## config.mk

```make
export PLATFORM = sky130hd
export DESIGN_NAME = qsn_shift_sched_85b
export DESIGN_NICKNAME = d
export VERILOG_FILES = /design/src/rtl/qsn_shift_sched_85b.sv
export SDC_FILE = /design/constraint.sdc
export NUM_CORES = 1
export LEC_CHECK = 0
export CORE_MARGIN = 2
export CORE_UTILIZATION = 26
export CTS_BUF_LIST = sky130_fd_sc_hd__clkbuf_4 sky130_fd_sc_hd__clkbuf_8 sky130_fd_sc_hd__clkbuf_16
export DETAILED_ROUTE_END_ITERATION = 12
export HOLD_SLACK_MARGIN = 0.02
export PLACE_DENSITY = 0.41
export SLEW_MARGIN = 40
export SYNTH_ARGS = -nofsm -noshare
export SYNTH_HDL_FRONTEND = slang
export SYNTH_SLANG_ARGS = --single-unit
```

## constraint.sdc

```tcl
create_clock -name sys_clk -period 9.27 [get_ports sys_clk]
set_clock_uncertainty 0.1 [all_clocks]
set_input_delay 1.854 -clock sys_clk [delete_from_list [all_inputs] [get_ports sys_clk]]
set_output_delay 1.854 -clock sys_clk [all_outputs]
set_load 0.01 [all_outputs]
```

## src/rtl/qsn_shift_sched_85b.sv

```systemverilog
// qsn_shift_sched_85b
// Sequencer for the 85-bit quasi-cyclic shift network. Holds a table of
// per-circulant shift factors, walks a contiguous table segment on start and
// issues registered left/right/merge select words one circulant per cycle,
// with valid/last tags delayed to line up with the QSN registered output.
//
// Optional feature macro: SHIFT_RANGE_CHECK_EN
//   defined   : issued factors above 84 are replaced by 0 and err_shift is set
//               (sticky until reset or the next accepted start)
//   undefined : no check, err_shift tied to 0
//
// Ports:
//   sys_clk, rstn          clock, asynchronous active-low reset
//   cfg_we/addr/shift      shift-factor table write port
//   start/base/len         begin a layer sequence (len 0 is legal)
//   stall                  hold issue this cycle
//   busy                   sequence in progress (RUN or DRAIN)
//   left/right/merge_sel   registered QSN select words
//   issue_valid            select words valid this cycle
//   qsn_out_valid/last     issue tags delayed by QSN_LAT
//   done                   one-cycle pulse after the last qsn_out_valid
//   err_shift              sticky illegal-shift flag
module qsn_shift_sched_85b #(
  parameter int unsigned TBL_DEPTH = 64,
  parameter int unsigned ADDR_W    = 6,
  parameter int unsigned QSN_LAT   = 1
) (
  input  logic              sys_clk,
  input  logic              rstn,
  input  logic              cfg_we,
  input  logic [ADDR_W-1:0] cfg_addr,
  input  logic [6:0]        cfg_shift,
  input  logic              start,
  input  logic [ADDR_W-1:0] start_base,
  input  logic [ADDR_W:0]   start_len,
  input  logic              stall,
  output logic              busy,
  output logic [6:0]        left_sel,
  output logic [6:0]        right_sel,
  output logic [83:0]       merge_sel,
  output logic              issue_valid,
  output logic              qsn_out_valid,
  output logic              qsn_out_last,
  output logic              done,
  output logic              err_shift
);

  localparam int unsigned DCNT_W = $clog2(QSN_LAT + 2);

  typedef enum logic [1:0] {S_IDLE, S_RUN, S_DRAIN} state_e;

  state_e              state_q, state_d;
  logic [ADDR_W-1:0]   rd_ptr_q, rd_ptr_d;
  logic [ADDR_W:0]     rem_q, rem_d;
  logic [DCNT_W-1:0]   dcnt_q, dcnt_d;
  logic [6:0]          left_q, left_d;
  logic [6:0]          right_q, right_d;
  logic [83:0]         merge_q, merge_d;
  logic                iv_q, iv_d;
  logic                ilast_q, ilast_d;
  logic [QSN_LAT-1:0]  ov_q;
  logic [QSN_LAT-1:0]  ol_q;

  logic [6:0]          tbl_q [TBL_DEPTH];
  logic [6:0]          s_raw;
  logic [6:0]          s_eff;
  logic [6:0]          right_c;
  logic [83:0]         merge_c;

`ifdef SHIFT_RANGE_CHECK_EN
  logic                err_q, err_d;
`endif

  // Table is not reset; a same-cycle read returns the pre-write value.
  always_ff @(posedge sys_clk) begin
    if (cfg_we) tbl_q[cfg_addr] <= cfg_shift;
  end

  assign s_raw = tbl_q[rd_ptr_q];

  always_comb begin
`ifdef SHIFT_RANGE_CHECK_EN
    s_eff = (s_raw > 7'd84) ? '0 : s_raw;
`else
    s_eff = s_raw;
`endif
    right_c = (s_eff == '0) ? '0 : 7'd85 - s_eff;
    merge_c = '0;
    // Bit k set iff k < 85-s; factors above 84 leave every bit clear.
    for (int unsigned k = 0; k < 84; k++) begin
      merge_c[k] = ((k + 32'(s_eff)) < 32'd85);
    end
  end

  always_comb begin
    state_d = state_q;
    rd_ptr_d = rd_ptr_q;
    rem_d = rem_q;
    dcnt_d = dcnt_q;
    left_d = left_q;
    right_d = right_q;
    merge_d = merge_q;
    iv_d = 1'b0;
    ilast_d = 1'b0;
`ifdef SHIFT_RANGE_CHECK_EN
    err_d = err_q;
`endif
    case (state_q)
      S_IDLE: begin
        if (start) begin
          rd_ptr_d = start_base;
          rem_d = start_len;
`ifdef SHIFT_RANGE_CHECK_EN
          err_d = 1'b0;
`endif
          if (start_len == '0) begin
            state_d = S_DRAIN;
            dcnt_d = DCNT_W'(QSN_LAT);
          end else begin
            state_d = S_RUN;
          end
        end
      end
      S_RUN: begin
        if (!stall) begin
          iv_d = 1'b1;
          left_d = s_eff;
          right_d = right_c;
          merge_d = merge_c;
          rd_ptr_d = (rd_ptr_q == ADDR_W'(TBL_DEPTH - 1)) ? '0 : rd_ptr_q + 1'b1;
          rem_d = rem_q - 1'b1;
`ifdef SHIFT_RANGE_CHECK_EN
          if (s_raw > 7'd84) err_d = 1'b1;
`endif
          if (rem_q == (ADDR_W + 1)'(1)) begin
            ilast_d = 1'b1;
            state_d = S_DRAIN;
            // One extra cycle covers the select register ahead of the QSN.
            dcnt_d = DCNT_W'(QSN_LAT + 1);
          end
        end
      end
      S_DRAIN: begin
        if (dcnt_q == '0) state_d = S_IDLE;
        else dcnt_d = dcnt_q - 1'b1;
      end
      default: state_d = S_IDLE;
    endcase
  end

  always_ff @(posedge sys_clk or negedge rstn) begin
    if (!rstn) begin
      state_q <= S_IDLE;
      rd_ptr_q <= '0;
      rem_q <= '0;
      dcnt_q <= '0;
      left_q <= '0;
      right_q <= '0;
      merge_q <= '0;
      iv_q <= 1'b0;
      ilast_q <= 1'b0;
      ov_q <= '0;
      ol_q <= '0;
`ifdef SHIFT_RANGE_CHECK_EN
      err_q <= 1'b0;
`endif
    end else begin
      state_q <= state_d;
      rd_ptr_q <= rd_ptr_d;
      rem_q <= rem_d;
      dcnt_q <= dcnt_d;
      left_q <= left_d;
      right_q <= right_d;
      merge_q <= merge_d;
      iv_q <= iv_d;
      ilast_q <= ilast_d;
      ov_q[0] <= iv_q;
      ol_q[0] <= ilast_q;
      for (int unsigned i = 1; i < QSN_LAT; i++) begin
        ov_q[i] <= ov_q[i-1];
        ol_q[i] <= ol_q[i-1];
      end
`ifdef SHIFT_RANGE_CHECK_EN
      err_q <= err_d;
`endif
    end
  end

  assign busy          = (state_q != S_IDLE);
  assign done          = (state_q == S_DRAIN) && (dcnt_q == '0);
  assign left_sel      = left_q;
  assign right_sel     = right_q;
  assign merge_sel     = merge_q;
  assign issue_valid   = iv_q;
  assign qsn_out_valid = ov_q[QSN_LAT-1];
  assign qsn_out_last  = ol_q[QSN_LAT-1];
`ifdef SHIFT_RANGE_CHECK_EN
  assign err_shift     = err_q;
`else
  assign err_shift     = 1'b0;
`endif

endmodule

```

# [After elaboration in Yosys (flattened, before gate mapping)]
# Memory sizes are Yosys's and may differ from the RTL's.
# Cells that the tools add are included.
[totals] register_bits=119 mem_bits_rw=448 inputBits=31 out_inout_bits=104 word_cells=231 mem_count=1
[memory_table] name="tbl_q" words=64 width=7 read_ports=1 rd_ports_with_merged_regs=0 wr=1 line="64" rtl="logic [6:0] tbl_q [TBL_DEPTH];"
[op_classes] addsub=87 magnitude_cmp=84 n_eq_ne=10 n_mux=25 bitwise_logic=1 n_reduce_logical=12
[op_table] operator="< comparator 8 x 7 -> 1 bit (second input constant)" count=83
[op_table] operator="adder 6 x 7 -> 8 bit (first input constant)" count=32
[op_table] operator="adder 7 x 7 -> 8 bit (first input constant)" count=20
[op_table] operator="adder 5 x 7 -> 8 bit (first input constant)" count=16
[op_table] operator="adder 4 x 7 -> 8 bit (first input constant)" count=8
[op_table] operator="adder 3 x 7 -> 8 bit (first input constant)" count=4
[op_table] operator="2-to-1 mux 7 bit" count=3
[op_table] operator="2-to-1 mux 6 bit" count=3
[op_table] operator="adder 2 x 7 -> 8 bit (first input constant)" count=2
[op_table] operator="2-to-1 mux 2 bit" count=8
[op_table] operator="logical NOT 7 bit" count=2
[op_table] operator="one-hot mux 7 bit (2 select lines)" count=1
[op_table] operator="!= test 2 bit (second input constant)" count=6
[op_table] operator="one-hot mux 2 bit (3 select lines)" count=2
[op_table] operator="one-hot mux 6 bit (2 select lines)" count=1
[op_table] operator="adder 1 x 7 -> 8 bit (first input constant)" count=1
[op_table] operator="equality test 7 x 1 -> 1 bit (second input constant)" count=1
[op_table] operator="< comparator 7 bit (second input constant)" count=1
[op_table] operator="2-to-1 mux 1 bit" count=7
[op_table] operator="subtractor 7 x 1 -> 7 bit (second input constant)" count=1
[op_table] operator="subtractor 7 bit (first input constant)" count=1
[op_table] operator="adder 6 x 1 -> 6 bit (second input constant)" count=1
[op_table] operator="equality test 6 bit (second input constant)" count=1
[op_table] operator="AND reduction 6 bit" count=1
[op_table] operator="11 further kinds" count=13

# [Longest topological paths before layout]
[logic_depth] word_depth=4 depth_mapped=19 mapped_depth_nobuf=13

# [Worst setup path before layout]
# No wires, ideal clock.
[synth_path] path_kind="flip-flop to flip-flop" startpoint="reg rd_ptr_q[0]" endpoint="reg merge_q[57] (netlist: merge_sel[57])" setup_ps=87 arrival_time_ps=4024 t_required_ps=9083 slack_ps=5060 stages_incl_launch_ff=17 path_buffers=5 synth_period_minus_slack_ps=4210 path_cell_list="dfrtp_1 -> buf_4 -> buf_6 -> buf_6 -> mux4_2 -> mux4_2 -> a22oi_2 -> nand2_4 -> buf_6 -> buf_2 -> ha_1 -> inv_1 -> nand2_1 -> a21oi_1 -> o21ai_0 -> a2111o_1 -> o211ai_1"
[synth_between] elab_chain_len=3
[synth_lines] item="start: declaration" line="53" rtl="logic [ADDR_W-1:0] rd_ptr_q, rd_ptr_d;"
[synth_lines] item="start signal: assignment" line="169" rtl="rd_ptr_q <= rd_ptr_d;"
[synth_lines] item="memory (64 x 7 bit)"
[synth_lines] item="net s_eff[6]" line="66" rtl="logic [6:0] s_eff;"
[synth_lines] item="adder 6 x 7 -> 8 bit" line="91" rtl="merge_c[k] = ((k + 32'(s_eff)) < 32'd85);"
[synth_lines] item="< comparator 8 x 7 -> 1 bit" line="91"
[synth_lines] item="end signal: assignment" line="174" rtl="merge_q <= merge_d;"
[synth_lines] item="end: declaration" line="58" rtl="logic [83:0] merge_q, merge_d;"
# The timed path passes the listed nets, and every way through them passes these cells.
# A chain may end at the register's enable or synchronous reset.

# [Final worst setup path]
[layout_path] startpoint="reg rd_ptr_q[0]" endpoint="reg merge_q[57] (netlist: merge_sel[57])"
[layout_between] elab_chain_len=3
[layout_lines] item="memory (64 x 7 bit)"
[layout_lines] item="adder 6 x 7 -> 8 bit" line="91"
[layout_lines] item="< comparator 8 x 7 -> 1 bit" line="91"
# No other way between the ends.

==> reports/summary.txt <==
Synth Area in Compound Gates: 11.6%
DRT Pass-1 Iters: 7
Final Cycle Share: 65.5%
Detailed Route Iter0 Violations: 1,475
die area: 104,000 µm²
Root Buffer Master: clkbuf_16
CTS Sinks: 567
Largest stage delay, worst path: 0.85 ns
Num CTS Buffers: 70
Worst setup EP type: register
crit-path most repeated cell: a21oi_1
GRT Util Overall: 16.5%
crit path time final: 6.07 ns
initial core utilization: 26.3%
post-synth cell types: 88
post-synthesis xor/xnor area fraction: 3.58%
Seq cells post-synth: 567
Worst-path clk slew: 0.06 ns
crit path max fanout: 31
Synth Area in Simple Gates: 6.76%
Setup TNS: 0 ns
DR vias: 17,081
CORE AREA: 100,000 µm²
adder-cell share of the synthesized area: 1.71%
number of global-route vias before repair: 17,238
CP Cell Sequence: buf_4, mux4_2, o221ai_1, a21oi_1, a22oi_1, nand2_2, ha_1, inv_2, nand2_1, a21oi_1, o21ai_0, a2111o_1, o211ai_1
row cnt: 116
Avg Synthesized Cell Area: 14.0 µm²
busiest grt layer: met2
most frequent cells in the layout: edfxtp_1 (448), nand2_1 (145), clkdlybuf4s50_1 (125), a21oi_1 (115), dfrtp_1 (115)
Routability Congestion: 0.868
clock latency on the worst-skew pair: 0.65 ns
htree depth: 3
met1 Use GR: 22.2%
grt total ovfl: 0
wire per inst: 25.4 µm
pre-CTS setup slack: 3.26 ns
post-DP HPWL: 56.5 mm
CTS tree: done
Avg Vias per Cell: 5.01
EDFF count, synth: 448
Fmax: 0.165 GHz
worst setup margin: 3.20 ns
Ports: 135
syn_nets: 1,951
Final #Nets: 2,064
worst rel slew slack: 39.2%
largest net degree at the start of global routing: 78
number of fill cells: 10,039
GR Util met2: 26.3%
share of flip-flops with an asynchronous set or reset: 21.0%
DRC violations left: 0
Final Hold Fails: 0
most common cell after layout, fill and taps aside: edfxtp_1
Setup Crit Path Kind: reg2reg
Synth Cell Area: 26,400 µm²
Post-CTS Setup Bufs: 0
Worst R2R Path Depth: 13
worst-margin pin slew: 0.909 ns
WHS Path Cells: 0
aggregate routed wire length: 86.7 mm
Area Overhead vs Synth: 19.1%
outcome: finished, final reports clean
GR Layer Usage met3: 3.19%
sequential area share after synthesis: 62.2%
Gate Count Post-Synth: 1,884
Hold Buf Count CTS: 0
share of layout cells above drive strength 1: 16.8%
Post-synth top flop: edfxtp_1
largest family of logic cells by synthesized area: compound AO/OA/AOI/OAI gates
Startpoint Class: register
Resized Gates After CTS: 0
Final Max Tran Viols: 0
post-route ant nets: 0
first-pass GRT wire length: 125 mm
IO Port Bufs: 133
Final setup viols: 0
Ys Warns: 0
Die Y: 323 µm
hold crit path type: reg2reg
RSZ-0062 raised after global routing: false
CP Data Required Time: 9.72 ns
crit path DAT: 6.52 ns
Max clock buf depth: 3
critical path's slowest cell: dfrtp_4
Die X: 323 µm
multiplexer share of the synthesized area: 10.8%
maxcap violations: 0
# diodes: 0
initial antenna violation count: 1
hold slack: 0.264 ns
## worst paths after layout
kind                                  start            end  slack, ns
worst max-delay path            rd_ptr_q[0]  merge_sel[57]       3.20
max in group asynchronous              rstn  merge_sel[82]       6.87
worst max register to register  rd_ptr_q[0]  merge_sel[57]       3.20
worst min-delay path                ilast_q   qsn_out_last       0.26
worst min register to register      ilast_q   qsn_out_last       0.26
min in group asynchronous              rstn       rem_q[0]       1.09
## cell families (layout without fill, tap and decap cells)
| kind of cell | after synthesis | after routing |
|---|---|---|
| compound gates | 474 | 474 |
| xor+xnor | 108 | 108 |
| fa+ha+maj | 36 | 36 |
| buf+inv | 165 | 335 |
| flops | 567 | 567 |
| mux | 144 | 144 |
| other cells | 1 | 1 |
| simple gates | 389 | 389 |
## critical path: cells and delay by family (launching register included)
kind / cells / cell delay, ns
mux: 1 / 0.62
compound gates: 7 / 2.20
flops: 1 / 0.85
fa+ha+maj: 1 / 0.40
buf+inv: 2 / 0.82
simple gates: 2 / 0.88
## layout make-up
| cell class | instances | area [µm²] | area share (%) |
|---|---|---|---|
| inverter | 40 | 155 | 0.493 |
| multi-input combinational | 1152 | 9180 | 29.2 |
| timing repair buffer | 166 | 1600 | 5.09 |
| tap | 1357 | 1700 | 5.40 |
| clock buffer | 89 | 1920 | 6.10 |
| sequential | 567 | 16400 | 52.3 |
| clock inverter | 40 | 445 | 1.42 |
## state kept, by name, summed over array words and instances (netlist names)
name,count
tbl_q,448
merge_sel,84
left_sel,7
rem_q,7
right_sel,7
rd_ptr_q,6
dcnt_q,2
state_q,2
ilast_q,1
issue_valid,1
qsn_out_last,1
qsn_out_valid,1
## stage by stage
step	cells	cell area, µm²	utilization (%)
floorplan	1884	26400	-
global placement	3281	29000	28.9
detailed placement	3282	29000	28.9
CTS	3411	31400	31.3
global route	3411	31400	31.3
finish	3411	31400	31.3
## cells in the mapped netlist (5+ instances only)
master | count | share of area, %
edfxtp_1 | 448 | 51
nand2_1 | 146 | 2.1
dfrtp_1 | 119 | 11
nor2_1 | 118 | 1.7
a21oi_1 | 115 | 2.2
mux4_2 | 112 | 9.6
o21ai_0 | 106 | 2.0
xnor2_1 | 97 | 3.2
clkbuf_1 | 59 | 0.84
ha_1 | 36 | 1.7
inv_1 | 33 | 0.47
o21ai_1 | 31 | 0.59
o22ai_1 | 30 | 0.71
buf_2 | 29 | 0.55
nand3_1 | 27 | 0.51
a31oi_1 | 24 | 0.57
mux2i_1 | 22 | 0.83
nand2b_1 | 21 | 0.50
a22o_1 | 20 | 0.66
buf_4 | 18 | 0.51
nor3_1 | 17 | 0.32
a22oi_1 | 16 | 0.45
buf_6 | 13 | 0.55
a211oi_1 | 11 | 0.31
xor2_1 | 11 | 0.36
and3_1 | 10 | 0.24
mux2_2 | 10 | 0.43
nor2b_1 | 10 | 0.24
o221ai_1 | 10 | 0.33
a21o_1 | 9 | 0.26
and2_1 | 9 | 0.21
o21a_1 | 9 | 0.26
a221oi_1 | 8 | 0.27
a211o_1 | 7 | 0.23
a311oi_1 | 7 | 0.23
o31ai_1 | 7 | 0.20
a221o_1 | 6 | 0.23
o211ai_1 | 6 | 0.17
a21oi_2 | 5 | 0.17
a2bb2oi_1 | 5 | 0.17
nand4_1 | 5 | 0.12
o21bai_1 | 5 | 0.14
## per-layer routing
| metal | vias to the layer above | routed length [µm] |
|---|---|---|
| li1 | 7486 | - |
| met1 | 8847 | 38200 |
| met2 | 593 | 40400 |
| met3 | 153 | 4990 |
| met4 | 2 | 3040 |
| met5 | - | 13 |
Power is not shown: default switching activity piles up to over one toggle a cycle in this logic, so the estimate is an artifact.
